<file path="src/rtl/clock_pkg.sv">
// clock_pkg: shared limits and mode encodings for the time-of-day counter
package clock_pkg;
    localparam logic [4:0] MAX_HR  = 5'd23;
    localparam logic [5:0] MAX_MIN = 6'd59;
    localparam logic [5:0] MAX_SEC = 6'd59;
    localparam logic [2:0] MODE_RUN     = 3'd0;
    localparam logic [2:0] MODE_SET_SEC = 3'd1;
    localparam logic [2:0] MODE_SET_MIN = 3'd2;
    localparam logic [2:0] MODE_SET_HR  = 3'd3;
endpackage

</file>
<file path="src/rtl/clock_display_decoder.sv">
// display_decoder: splits a 0-59 binary value into decimal tens/ones digits
//   value in 6b binary; tens, ones out 6b digits (bits [5:4] always 0)
module display_decoder (
    input  logic [5:0] value,
    output logic [5:0] tens,
    output logic [5:0] ones
);
    assign tens = value / 6'd10;
    assign ones = value % 6'd10;
endmodule

</file>
<file path="src/rtl/clock.sv">
// clock: 24-hour hh:mm:ss counter with per-second prescaler, preset load and digit decode
//   clk, rst (async, active-high); switch run enable; mode 0 run, 1-3 set, 4-7 freeze
//   hours/minutes/seconds presets (clamped); six 6b decimal digit outputs
module clock
    import clock_pkg::*;
#(
    parameter int TICK_DIV = 100_000_000
) (
    input  logic       clk,
    input  logic       rst,
    input  logic       switch,
    input  logic [2:0] mode,
    input  logic [4:0] hours,
    input  logic [5:0] minutes,
    input  logic [5:0] seconds,
    output logic [5:0] hrstens,
    output logic [5:0] hrsones,
    output logic [5:0] mintens,
    output logic [5:0] minones,
    output logic [5:0] sectens,
    output logic [5:0] secones
);
    // at least one bit so TICK_DIV = 1 still elaborates
    localparam int PW = TICK_DIV > 1 ? $clog2(TICK_DIV) : 1;
    logic [4:0]    hr_q;
    logic [5:0]    min_q, sec_q;
    logic [PW-1:0] pre_q;
    logic          set, run, tick, sec_wrap, min_wrap;
    logic [4:0]    hr_set;
    logic [5:0]    min_set, sec_set;
    assign set      = mode inside {MODE_SET_SEC, MODE_SET_MIN, MODE_SET_HR};
    assign run      = mode == MODE_RUN && switch;
    assign tick     = pre_q == PW'(TICK_DIV - 1);
    assign sec_wrap = sec_q == MAX_SEC;
    assign min_wrap = min_q == MAX_MIN;
    assign hr_set   = hours > MAX_HR ? MAX_HR : hours;
    assign min_set  = minutes > MAX_MIN ? MAX_MIN : minutes;
    assign sec_set  = seconds > MAX_SEC ? MAX_SEC : seconds;
    always_ff @(posedge clk or posedge rst) begin
        if (rst) begin
            hr_q  <= '0;
            min_q <= '0;
            sec_q <= '0;
            pre_q <= '0;
        end else if (set) begin
            hr_q  <= hr_set;
            min_q <= min_set;
            sec_q <= sec_set;
            pre_q <= '0;
        end else if (run) begin
            pre_q <= tick ? '0 : pre_q + 1'b1;
            if (tick) begin
                sec_q <= sec_wrap ? '0 : sec_q + 6'd1;
                if (sec_wrap)
                    min_q <= min_wrap ? '0 : min_q + 6'd1;
                if (sec_wrap && min_wrap)
                    hr_q <= hr_q == MAX_HR ? '0 : hr_q + 5'd1;
            end
        end
    end
    display_decoder u_hr (.value({1'b0, hr_q}), .tens(hrstens), .ones(hrsones));
    display_decoder u_min (.value(min_q), .tens(mintens), .ones(minones));
    display_decoder u_sec (.value(sec_q), .tens(sectens), .ones(secones));
endmodule

</file>
<file path="config.mk">
export PLATFORM = sky130hd
export DESIGN_NAME = clock
export DESIGN_NICKNAME = d
export VERILOG_FILES = /design/src/rtl/clock_pkg.sv /design/src/rtl/clock_display_decoder.sv /design/src/rtl/clock.sv
export SDC_FILE = /design/constraint.sdc
export NUM_CORES = 1
export LEC_CHECK = 0
export ABC_AREA = 1
export BUFFER_PORTS_ARGS = -buffer_cell sky130_fd_sc_hd__buf_2
export CELL_PAD_IN_SITES_DETAIL_PLACEMENT = 1
export CELL_PAD_IN_SITES_GLOBAL_PLACEMENT = 1
export CORE_MARGIN = 2
export CORE_UTILIZATION = 46
export CTS_BUF_LIST = sky130_fd_sc_hd__clkbuf_8
export DETAILED_ROUTE_END_ITERATION = 10
export PLACE_DENSITY_LB_ADDON = 0.1
export SLEW_MARGIN = 10
export SYNTH_ARGS = -nofsm -noshare
export SYNTH_HDL_FRONTEND = slang
export SYNTH_SLANG_ARGS = --single-unit
</file>
<file path="constraint.sdc">
create_clock -name clk -period 6.66 [get_ports clk]
set_input_delay 1.665 -clock clk [delete_from_list [all_inputs] [get_ports clk]]
set_output_delay 1.665 -clock clk [all_outputs]
set_load 0.005 [all_outputs]
</file>
==> flow_metrics.py, run 1 <==
metrics = {
    "power_and_ir_drop": {
        "peakVddDrop_mv": 0.187,
        "p_leak_uw": 0.00225,
        "power.density_mw_per_mm2": 317,
    },
    "detailed_routing": {
        "drt_pass1_iterations": 4,
        "drc": 0,
        "vias": 3872,
        "vias_per_cell": 5.28,
        "wl_per_cell_um": 14.0,
        "dr.first_iter.drc_count": 139,
        "wl_mm": 10.3,
        "ant_nets": 0,
    },
    "layout": {
        "layoutNonFillerInstCount": 733,
        "diodes": 0,
        "final-seq-area_mm2": 0.00110,
        "multiInputGateArea_mm2": 0.00250,
        "syn_to_final_growth_pct": 9.04,
        "drive_gt1_share_pct": 20.0,
        "fin_nets": 666,
        "fillers": 1187,
    },
    "placed_design": {
        "dp_cells": 725,
        "io_buffers": 48,
        "hpwlAfterDp_mm": 8.07,
        "gp_congestion": 0.858,
    },
    "floorplanning": {
        "die_w_um": 97.6,
        "fp.coreArea_mm2": 0.00859,
        "initial_core_util_pct": 46.9,
        "row_count": 34,
        "ios": 59,
        "die_h_um": 97.6,
        "fp.dieArea_mm2": 0.00952,
    },
    "global_route": {
        "antenna_found_initial": 0,
        "grt_pass1_wl_mm": 18.1,
        "grt_usage_pct": 22.4,
        "grt-ovfl-total": 0,
        "grt_max_degree": 45,
        "grt_pass1_vias": 3992,
    },
    "clock_network": {
        "cts_sinks": 44,
        "clk-insertion-delay-late_ns": 0.30,
        "cts_tree": "built",
        "htree_levels": 2,
        "cts-root-buf": "clkbuf_8",
        "cts_setup_buffers": 0,
        "cts_resized": 0,
        "path_clk_slew_ns": 0.09,
        "clockBufferDepth": 2,
        "ctsHoldBuffers": 0,
        "numCtsBuffers": 5,
    },
    "critical_path": {
        "cp_common_cell": "nand2_1",
        "path_buf_inv": 5,
        "critical_path.top_delay_family": "simple AND/OR/NAND/NOR gates",
        "cpMaxStageDelayCell": "dfrtp_1",
        "required_ns": 4.99,
        "cpPeakStageDelay_ns": 0.42,
        "worst-path-max-fanout": 6,
        "cp-start-kind": "flip-flop",
        "path_cells": "inv_1 -> ha_1 -> nand2_1 -> nand3_1 -> inv_2 -> nor2_2 -> nand2_1 -> o21ai_2 -> inv_2 -> ha_1 -> o21ai_1 -> nand2_1 -> nand2_1 -> nand2_1 -> nand2_1 -> inv_1 -> buf_2",
        "end_kind": "output port",
        "crit_type": "reg -> out",
        "worstPathArrival_ns": 2.41,
    },
    "sta": {
        "fin_setup_tns_ns": 0,
        "slew_headroom_pct": 62.0,
        "maxSlewViolCount": 0,
        "hold_violations": 0,
        "min_period_ns": 4.08,
        "fin_skew_ns": 0.00430,
        "tightest_slew_ns": 0.568,
        "fmax_ghz": 0.245,
        "rsz0062_at_grt": "false",
        "fin_crit_sh_pct": 61.2,
        "setup_viol": 0,
    },
    "worst_hold_path": {
        "hold_class": "reg -> reg",
    },
    "logic_synthesis": {
        "synthTopCellsByArea": "dfrtp_1, nand2_1, ha_1, inv_1, nor2_1",
        "yosysSeqAreaShare_pct": 27.3,
        "yosysTopAreaCellShare_pct": 27.3,
        "avgSynthCellArea_um2": 6.89,
        "yosysUniqueCellTypes": 42,
        "synth_warnings": 0,
        "synth_edf_count": 0,
        "syn_area_mm2": 0.00403,
        "async_flop_share_pct": 100,
        "yosys.cell_count.top_type": "nand2_1",
        "yosysTopAreaCell": "dfrtp_1",
        "synth_flop_cell": "dfrtp_1",
        "synth_cells": 584,
        "ys_ff_latch": 44,
        "synth_common_cells": "nand2_1, inv_1, nor2_1",
    },
    "run_status": {
        "status": "completed",
    },
    "run": {
        "cap_violations": 0,
    },
}
==> cells in the final DEF (no fill, tap or decap), types with 9 or more instances in the layout <==
cell type,netlist,final
nand4_1,26,26
nand2_4,9,9
inv_1,63,62
o21ai_0,28,28
nand3_1,36,36
nor2_1,49,49
buf_2,3,48
xor2_1,13,13
nand2_1,158,158
nand2_2,21,21
a21oi_1,11,11
ha_1,19,19
inv_2,11,11
nor3_1,19,19
dfrtp_1,44,44
conb_1,1,10
==> flip-flops by register name, indices dropped and copies added, names as in the netlist <==
name / cells
min_q: 6
pre_q: 27
sec_q: 6
hr_q: 5
==> power breakdown <==
part | switching (uW) | internal (uW) | leakage, uW
Sequential | 69.5 | 301 | 0.000590
Clock | 96.6 | 133 | 0.0000645
Combinational | 479 | 311 | 0.00160
==> final timing paths <==
| kind | start | end | slack, ns | depth (start not counted) |
|---|---|---|---|---|
| worst min register to register | pre_q[1] | pre_q[1] | 0.54 | 2 |
| worst min-delay path | pre_q[1] | pre_q[1] | 0.54 | 2 |
| worst max-delay path | hr_q[3] | hrsones[5] | 2.58 | 17 |
| min in group asynchronous | rst | pre_q[3] | 1.49 | 3 |
| max in group asynchronous | rst | pre_q[26] | 4.77 | 3 |
| worst max register to register | pre_q[0] | min_q[4] | 4.71 | 10 |
==> kinds of logic (layout without fill, tap and decap cells) <==
family	Yosys count	count (layout)	share of synthesized area [%]
DFF	44	44	27.3
other	1	10	0.0931
adders and majority gates	19	19	5.90
xor gates and xnor gates	20	20	4.35
AOI/OAI and AO/OA	59	59	9.20
buffers and inverters	99	131	11.3
and+or+nand+nor	342	342	41.8
==> final cells by class <==
class | count | share of cell area, %
clock buffer | 7 | 2.19
clock inverter | 1 | 0.684
inverter | 74 | 6.33
multi-input combinational | 450 | 57.0
sequential | 44 | 25.1
tap | 108 | 3.08
timing repair buffer | 49 | 5.64
==> per-stage QoR <==
| stage | cell area [um^2] | util, % | total power [uW] | setup WS [ns] | hold slack (ns) |
|---|---|---|---|---|---|
| 3_5_place_dp | 4260 | 49.6 | 1180 | 2.89 | 0.505 |
| 3_3_place_gp | 4260 | 49.6 | 1140 | 3.02 | 0.497 |
| 4_1_cts | 4390 | 51.1 | 1410 | 2.55 | 0.533 |
| 5_1_grt | 4390 | 51.1 | 1530 | 2.31 | 0.575 |
| 6_report | 4390 | 51.1 | 1390 | 2.58 | 0.535 |
| 2_1_floorplan | 4060 | - | 955 | 3.20 | 0.475 |
==> worst min-delay path, delay by kind of cell, from the launching register on <==
family | cells | cell delay, ns
flip-flops | 1 | 0.38
AND/OR/NAND/NOR | 2 | 0.13
==> routing by layer <==
layer | vias up | wire length (um) | GRT usage [%]
met1 | 1868 | 4860 | 29.7
met2 | 65 | 5000 | 39.0
met4 | 0 | 91 | 5.45
li1 | 1931 | - | -
met5 | - | 0 | 0
met3 | 8 | 320 | 2.59
Note: power is estimated with default switching activity, not from simulation.
==> inputs of run 2 (changes only) <==
CORE_UTILIZATION = 39   (was 46)
clock period = 3.6 ns   (was 6.66 ns; I/O delays follow)
==> flow_metrics.py, run 2 (synthesized netlist as in run 1, its figures left out) <==
metrics = {
    "detailed_routing": {
        "wl_per_cell_um": 13.6,
        "vias": 3868,
        "drc": 0,
        "ant_nets": 0,
        "drt_pass1_iterations": 4,
        "dr.first_iter.drc_count": 118,
        "vias_per_cell": 5.07,
        "wl_mm": 10.4,
    },
    "clock_network": {
        "cts_setup_buffers": 0,
        "ctsHoldBuffers": 0,
        "cts-root-buf": "clkbuf_8",
        "path_clk_slew_ns": 0.10,
        "clockBufferDepth": 2,
        "htree_levels": 2,
        "cts_resized": 0,
        "cts_sinks": 44,
        "cts_tree": "built",
        "clk-insertion-delay-late_ns": 0.30,
        "numCtsBuffers": 5,
    },
    "global_route": {
        "grt_pass1_vias": 3899,
        "grtUsageMet3_pct": 1.98,
        "grt_max_degree": 30,
        "grt-ovfl-total": 0,
        "grt_pass1_wl_mm": 17.9,
        "antenna_found_initial": 0,
        "busiest_layer": "met2",
        "grt_usage_pct": 19.3,
        "globalRouteMet2Util_pct": 35.1,
        "grt.met1_usage_pct": 24.9,
    },
    "power_and_ir_drop": {
        "clkPwrFrac_pct": 15.5,
        "p_seq_share_pct": 27.0,
        "peakVddDrop_mv": 0.359,
        "netSwitchingFraction_pct": 47.2,
        "p_int_uw": 1340,
        "p_leak_uw": 0.00225,
        "combPwrFrac_pct": 57.5,
        "p_switching_uw": 1200,
        "power.density_mw_per_mm2": 574,
    },
    "placed_design": {
        "hpwlAfterDp_mm": 8.32,
        "gp_congestion": 0.821,
        "io_buffers": 48,
        "dp_cells": 755,
    },
    "run_status": {
        "status": "completed",
    },
    "layout": {
        "regMostFlops": "pre_q",
        "diodes": 0,
        "syn_to_final_growth_pct": 10.0,
        "layout_commonest_cell": "nand2_1",
        "fin_nets": 668,
        "final_cell_mix": "nand2_1, inv_1, nor2_1",
        "layoutNonFillerInstCount": 763,
        "fin_util_pct": 43.5,
        "largest_reg_flops": 27,
        "drive_gt1_share_pct": 20.3,
        "reg.largest.list": "pre_q x27, min_q x6, sec_q x6",
        "fillers": 1344,
    },
    "sta": {
        "fmax_ghz": 0.301,
        "rsz0062_at_grt": "false",
        "slew_headroom_pct": 58.3,
        "tightest_slew_ns": 0.622,
        "maxSlewViolCount": 0,
        "hold_violations": 0,
        "min_period_ns": 3.32,
        "timing.hold.ws_ns": 0.555,
        "fin_crit_sh_pct": 92.3,
        "setup_viol": 0,
        "fin_setup_tns_ns": 0,
        "fin_skew_ns": 0.0114,
    },
    "floorplanning": {
        "die_w_um": 106,
        "fp.coreArea_mm2": 0.0102,
        "fp.dieArea_mm2": 0.0112,
        "die_h_um": 106,
        "row_count": 37,
        "ios": 59,
        "initial_core_util_pct": 39.5,
    },
    "critical_path": {
        "cp-start-kind": "flip-flop",
        "end_kind": "output port",
        "crit_type": "reg -> out",
        "worstPathArrival_ns": 2.42,
        "startpoint": "hr_q[3]",
        "worst-path-max-fanout": 6,
        "crit_path_end": "hrsones[5]",
        "required_ns": 2.70,
        "rr_startpoint": "pre_q[10]",
        "regToRegEndpoint": "min_q[0]",
        "worstRegToRegCells": 8,
        "r2r_slack_ns": 1.59,
    },
    "worst_hold_path": {
        "hold_class": "reg -> reg",
    },
    "run": {
        "cap_violations": 0,
    },
}
run 2: final cells by class:
cell class / count / area (um^2) / share of cell area, %
Inverter: 74 / 278 / 6.27
Timing Repair Buffer: 51 / 263 / 5.93
Tap cell: 136 / 170 / 3.84
Clock buffer: 5 / 68.8 / 1.55
Sequential cell: 44 / 1100 / 24.9
Multi-Input combinational cell: 450 / 2500 / 56.5
Clock inverter: 3 / 46.3 / 1.05
run 2: per-stage QoR:
stage	setup slack, ns	power, uW	area [um^2]
after global routing	0.00244	2810	4430
final	0.277	2540	4430
after CTS	0.230	2590	4430
after floorplan	0.905	1770	4060
after global placement	0.714	2120	4310
after detailed placement	0.590	2180	4310
run 2: how the worst min path moves through the flow:
stage | startpoint | endpoint | slack (ns) | cells after the start
CTS | pre_q[1] | pre_q[1] | 0.56 | 2
global placement | pre_q[1] | pre_q[1] | 0.49 | 2
floorplan | pre_q[1] | pre_q[1] | 0.48 | 2
detailed placement | pre_q[1] | pre_q[1] | 0.53 | 2
global route | pre_q[1] | pre_q[1] | 0.58 | 2
finish | pre_q[1] | pre_q[1] | 0.55 | 2
run 2: power groups by stage:
| stage | registers, uW | logic [uW] | clock network, uW |
|---|---|---|---|
| 2_1_floorplan | 638 | 1130 | 0 |
| 6_report | 687 | 1460 | 394 |
| 3_5_place_dp | 695 | 1490 | 0 |
| 3_3_place_gp | 690 | 1430 | 0 |
| 4_1_cts | 686 | 1490 | 413 |
| 5_1_grt | 703 | 1680 | 428 |
run 2: worst max-delay path, stage by stage, from the launching register on:
cell	delay [ns]
dfrtp_1	0.42
inv_1	0.16
ha_1	0.20
nand2_1	0.06
nand3_1	0.08
inv_2	0.07
nor2_2	0.11
nand2_1	0.08
o21ai_2	0.10
inv_2	0.09
ha_1	0.18
o21ai_1	0.18
nand2_1	0.07
nand2_1	0.07
nand2_1	0.05
nand2_1	0.05
inv_1	0.04
buf_2	0.11
run 2: layer usage:
layer  part of all wire [%]  vias to the layer above
met4                   0.63                        0
li1                       -                     1941
met3                    2.0                        6
met1                     47                     1877
met5                      0                        -
met2                     50                       44
==> inputs of run 3 (changes only) <==
--- a/config.mk
+++ b/config.mk
@@ -6,5 +6,5 @@
 export NUM_CORES = 1
 export LEC_CHECK = 0
-export ABC_AREA = 1
+export ABC_AREA = 0
 export BUFFER_PORTS_ARGS = -buffer_cell sky130_fd_sc_hd__buf_2
 export CELL_PAD_IN_SITES_DETAIL_PLACEMENT = 1
@@ -15,4 +15,5 @@
 export DETAILED_ROUTE_END_ITERATION = 10
 export PLACE_DENSITY_LB_ADDON = 0.1
+export SKIP_CTS_REPAIR_TIMING = 1
 export SLEW_MARGIN = 10
 export SYNTH_ARGS = -nofsm -noshare
==> constraint.sdc (replaced) <==
create_clock -name clk -period 3.6 [get_ports clk]
set_input_delay 0.54 -clock clk [delete_from_list [all_inputs] [get_ports clk]]
set_output_delay 0.54 -clock clk [all_outputs]
set_load 0.005 [all_outputs]
==> flow_metrics.py, run 3 <==
metrics = {
    "run_status": {
        "status": "completed",
    },
    "detailed_routing": {
        "ant_nets": 0,
        "vias": 3682,
        "drt_pass1_iterations": 4,
        "wl_per_cell_um": 15.6,
        "drc": 0,
        "vias_per_cell": 5.59,
        "dr.first_iter.drc_count": 92,
        "wl_mm": 10.3,
    },
    "sta": {
        "rsz0062_at_grt": "true",
        "timing.hold.ws_ns": 0.372,
        "setup_viol": 0,
        "min_period_ns": 3.35,
        "hold_violations": 0,
        "fin_skew_ns": 0.00657,
        "tightest_slew_ns": 0.725,
        "maxSlewViolCount": 0,
        "fmax_ghz": 0.299,
        "setup_ws_ns": 0.251,
        "fin_crit_sh_pct": 93.0,
        "slew_headroom_pct": 51.5,
    },
    "layout": {
        "reg.largest.list": "pre_q x27, min_q x6, sec_q x6",
        "final_cell_mix": "nor2_1, buf_2, dfrtp_1",
        "fin_nets": 568,
        "syn_to_final_growth_pct": 10.6,
        "layout_commonest_cell": "nor2_1",
        "final-seq-area_mm2": 0.00110,
        "drive_gt1_share_pct": 14.8,
        "diodes": 0,
        "regMostFlops": "pre_q",
        "multiInputGateArea_mm2": 0.00248,
        "largest_reg_flops": 27,
        "fillers": 1240,
        "fin_area_mm2": 0.00422,
    },
    "floorplanning": {
        "die_w_um": 103,
        "ios": 59,
        "initial_core_util_pct": 39.6,
        "row_count": 36,
        "fp.dieArea_mm2": 0.0106,
        "die_h_um": 103,
        "fp.coreArea_mm2": 0.00964,
    },
    "critical_path": {
        "crit_type": "reg -> out",
        "regToRegEndpoint": "hr_q[0]",
        "worstRegToRegCells": 5,
        "startpoint": "hr_q[1]",
        "r2r_slack_ns": 0.90,
        "required_ns": 3.06,
        "cp-start-kind": "flip-flop",
        "crit_path_end": "hrsones[5]",
        "worstPathArrival_ns": 2.81,
        "rr_startpoint": "pre_q[17]",
        "end_kind": "output port",
        "worst-path-max-fanout": 8,
    },
    "clock_network": {
        "path_clk_slew_ns": 0.08,
        "cts-root-buf": "clkbuf_8",
        "cts_sinks": 44,
        "clockBufferDepth": 2,
        "clk-insertion-delay-late_ns": 0.29,
        "cts_tree": "built",
        "htree_levels": 2,
        "numCtsBuffers": 5,
    },
    "placed_design": {
        "hpwlAfterDp_mm": 7.79,
        "place_area_mm2": 0.00412,
        "place_ws_ns": 0.497,
        "io_buffers": 48,
        "gp_congestion": 0.834,
    },
    "logic_synthesis": {
        "yosysUniqueCellTypes": 59,
        "yosysTopAreaCell": "dfrtp_1",
        "synth_warnings": 0,
        "ys_ff_latch": 44,
        "async_flop_share_pct": 100,
        "synth_edf_count": 0,
        "synthTopCellsByArea": "dfrtp_1, ha_1, nor2_1, o21ai_0, a21oi_1",
        "avgSynthCellArea_um2": 7.77,
        "syn_area_mm2": 0.00382,
        "yosysTopAreaCellShare_pct": 28.9,
        "synth_common_cells": "nor2_1, dfrtp_1, o21ai_0",
        "yosys.cell_count.top_type": "nor2_1",
        "synth_cells": 491,
        "synth_flop_cell": "dfrtp_1",
        "yosysSeqAreaShare_pct": 28.9,
    },
    "power_and_ir_drop": {
        "p_leak_uw": 0.00183,
        "peakVddDrop_mv": 0.271,
        "power.density_mw_per_mm2": 509,
        "total_power_uw": 2150,
    },
    "global_route": {
        "grt_usage_pct": 20.1,
        "grt_pass1_vias": 3444,
        "antenna_found_initial": 0,
        "grt_max_degree": 45,
        "grt-ovfl-total": 0,
        "grt_pass1_wl_mm": 16.9,
    },
    "worst_hold_path": {
        "hold_class": "in -> async",
    },
    "run": {
        "cap_violations": 0,
    },
}
-- run 3: worst max-delay path, stage by stage (launching register included) --
cell and delay (ns):
dfrtp_1 0.48, inv_1 0.15, ha_1 0.26, a21o_1 0.19, a21oi_1 0.31, ha_1 0.25
nor2b_1 0.06, o311ai_0 0.36, nand4_1 0.13, o21ai_0 0.09, o21a_1 0.12, buf_2 0.10
-- run 3: cells by family (layout without fill, tap and decap cells) --
logic type | Yosys count | count (layout) | share of synthesized area [%]
flip-flops | 44 | 44 | 28.9
AND/OR/NAND/NOR | 202 | 202 | 27.8
AO/OA/AOI/OAI | 132 | 132 | 21.9
buffers and inverters | 63 | 89 | 7.84
XOR/XNOR | 22 | 22 | 5.05
other | 1 | 10 | 0.0983
multiplexers | 8 | 8 | 2.23
adder cells (fa/ha/maj) | 19 | 19 | 6.23
-- run 3: how the worst min path moves through the flow --
stage	end	cells after the start
6_report	pre_q[22]	3
5_1_grt	pre_q[20]	3
4_1_cts	pre_q[20]	3
3_5_place_dp	pre_q[1]	2
3_3_place_gp	pre_q[1]	2
2_1_floorplan	pre_q[1]	2
-- run 3: layout make-up --
type | instances | area share, %
clock buffer | 5 | 1.63
clock inverter | 2 | 0.207
inverter | 26 | 2.31
tap | 133 | 3.94
multi-input combinational | 393 | 58.7
sequential | 44 | 26.1
timing repair buffer | 56 | 7.11
-- run 3: layer usage --
layer | track usage [%] | routed length, um | vias up
li1 | - | - | 1833
met1 | 28.3 | 5000 | 1795
met2 | 33.2 | 4940 | 50
met3 | 2.58 | 274 | 4
met5 | 0 | 0 | -
met4 | 4.25 | 72 | 0
-- run 3: report_power, final --
part | internal (uW) | leakage (uW) | switching (uW)
Sequential | 553 | 0.000575 | 158
Combinational | 504 | 0.00121 | 639
Clock | 129 | 0.0000452 | 164
-- run 3: through the flow --
| stage | setup TNS, ns | util (%) | cells |
|---|---|---|---|
| global placement | 0 | 42.7 | 652 |
| CTS | 0 | 43.5 | 659 |
| floorplan | 0 | - | 500 |
| global route | -0.00384 | 43.8 | 659 |
| finish | 0 | 43.8 | 659 |
| detailed placement | 0 | 42.7 | 652 |
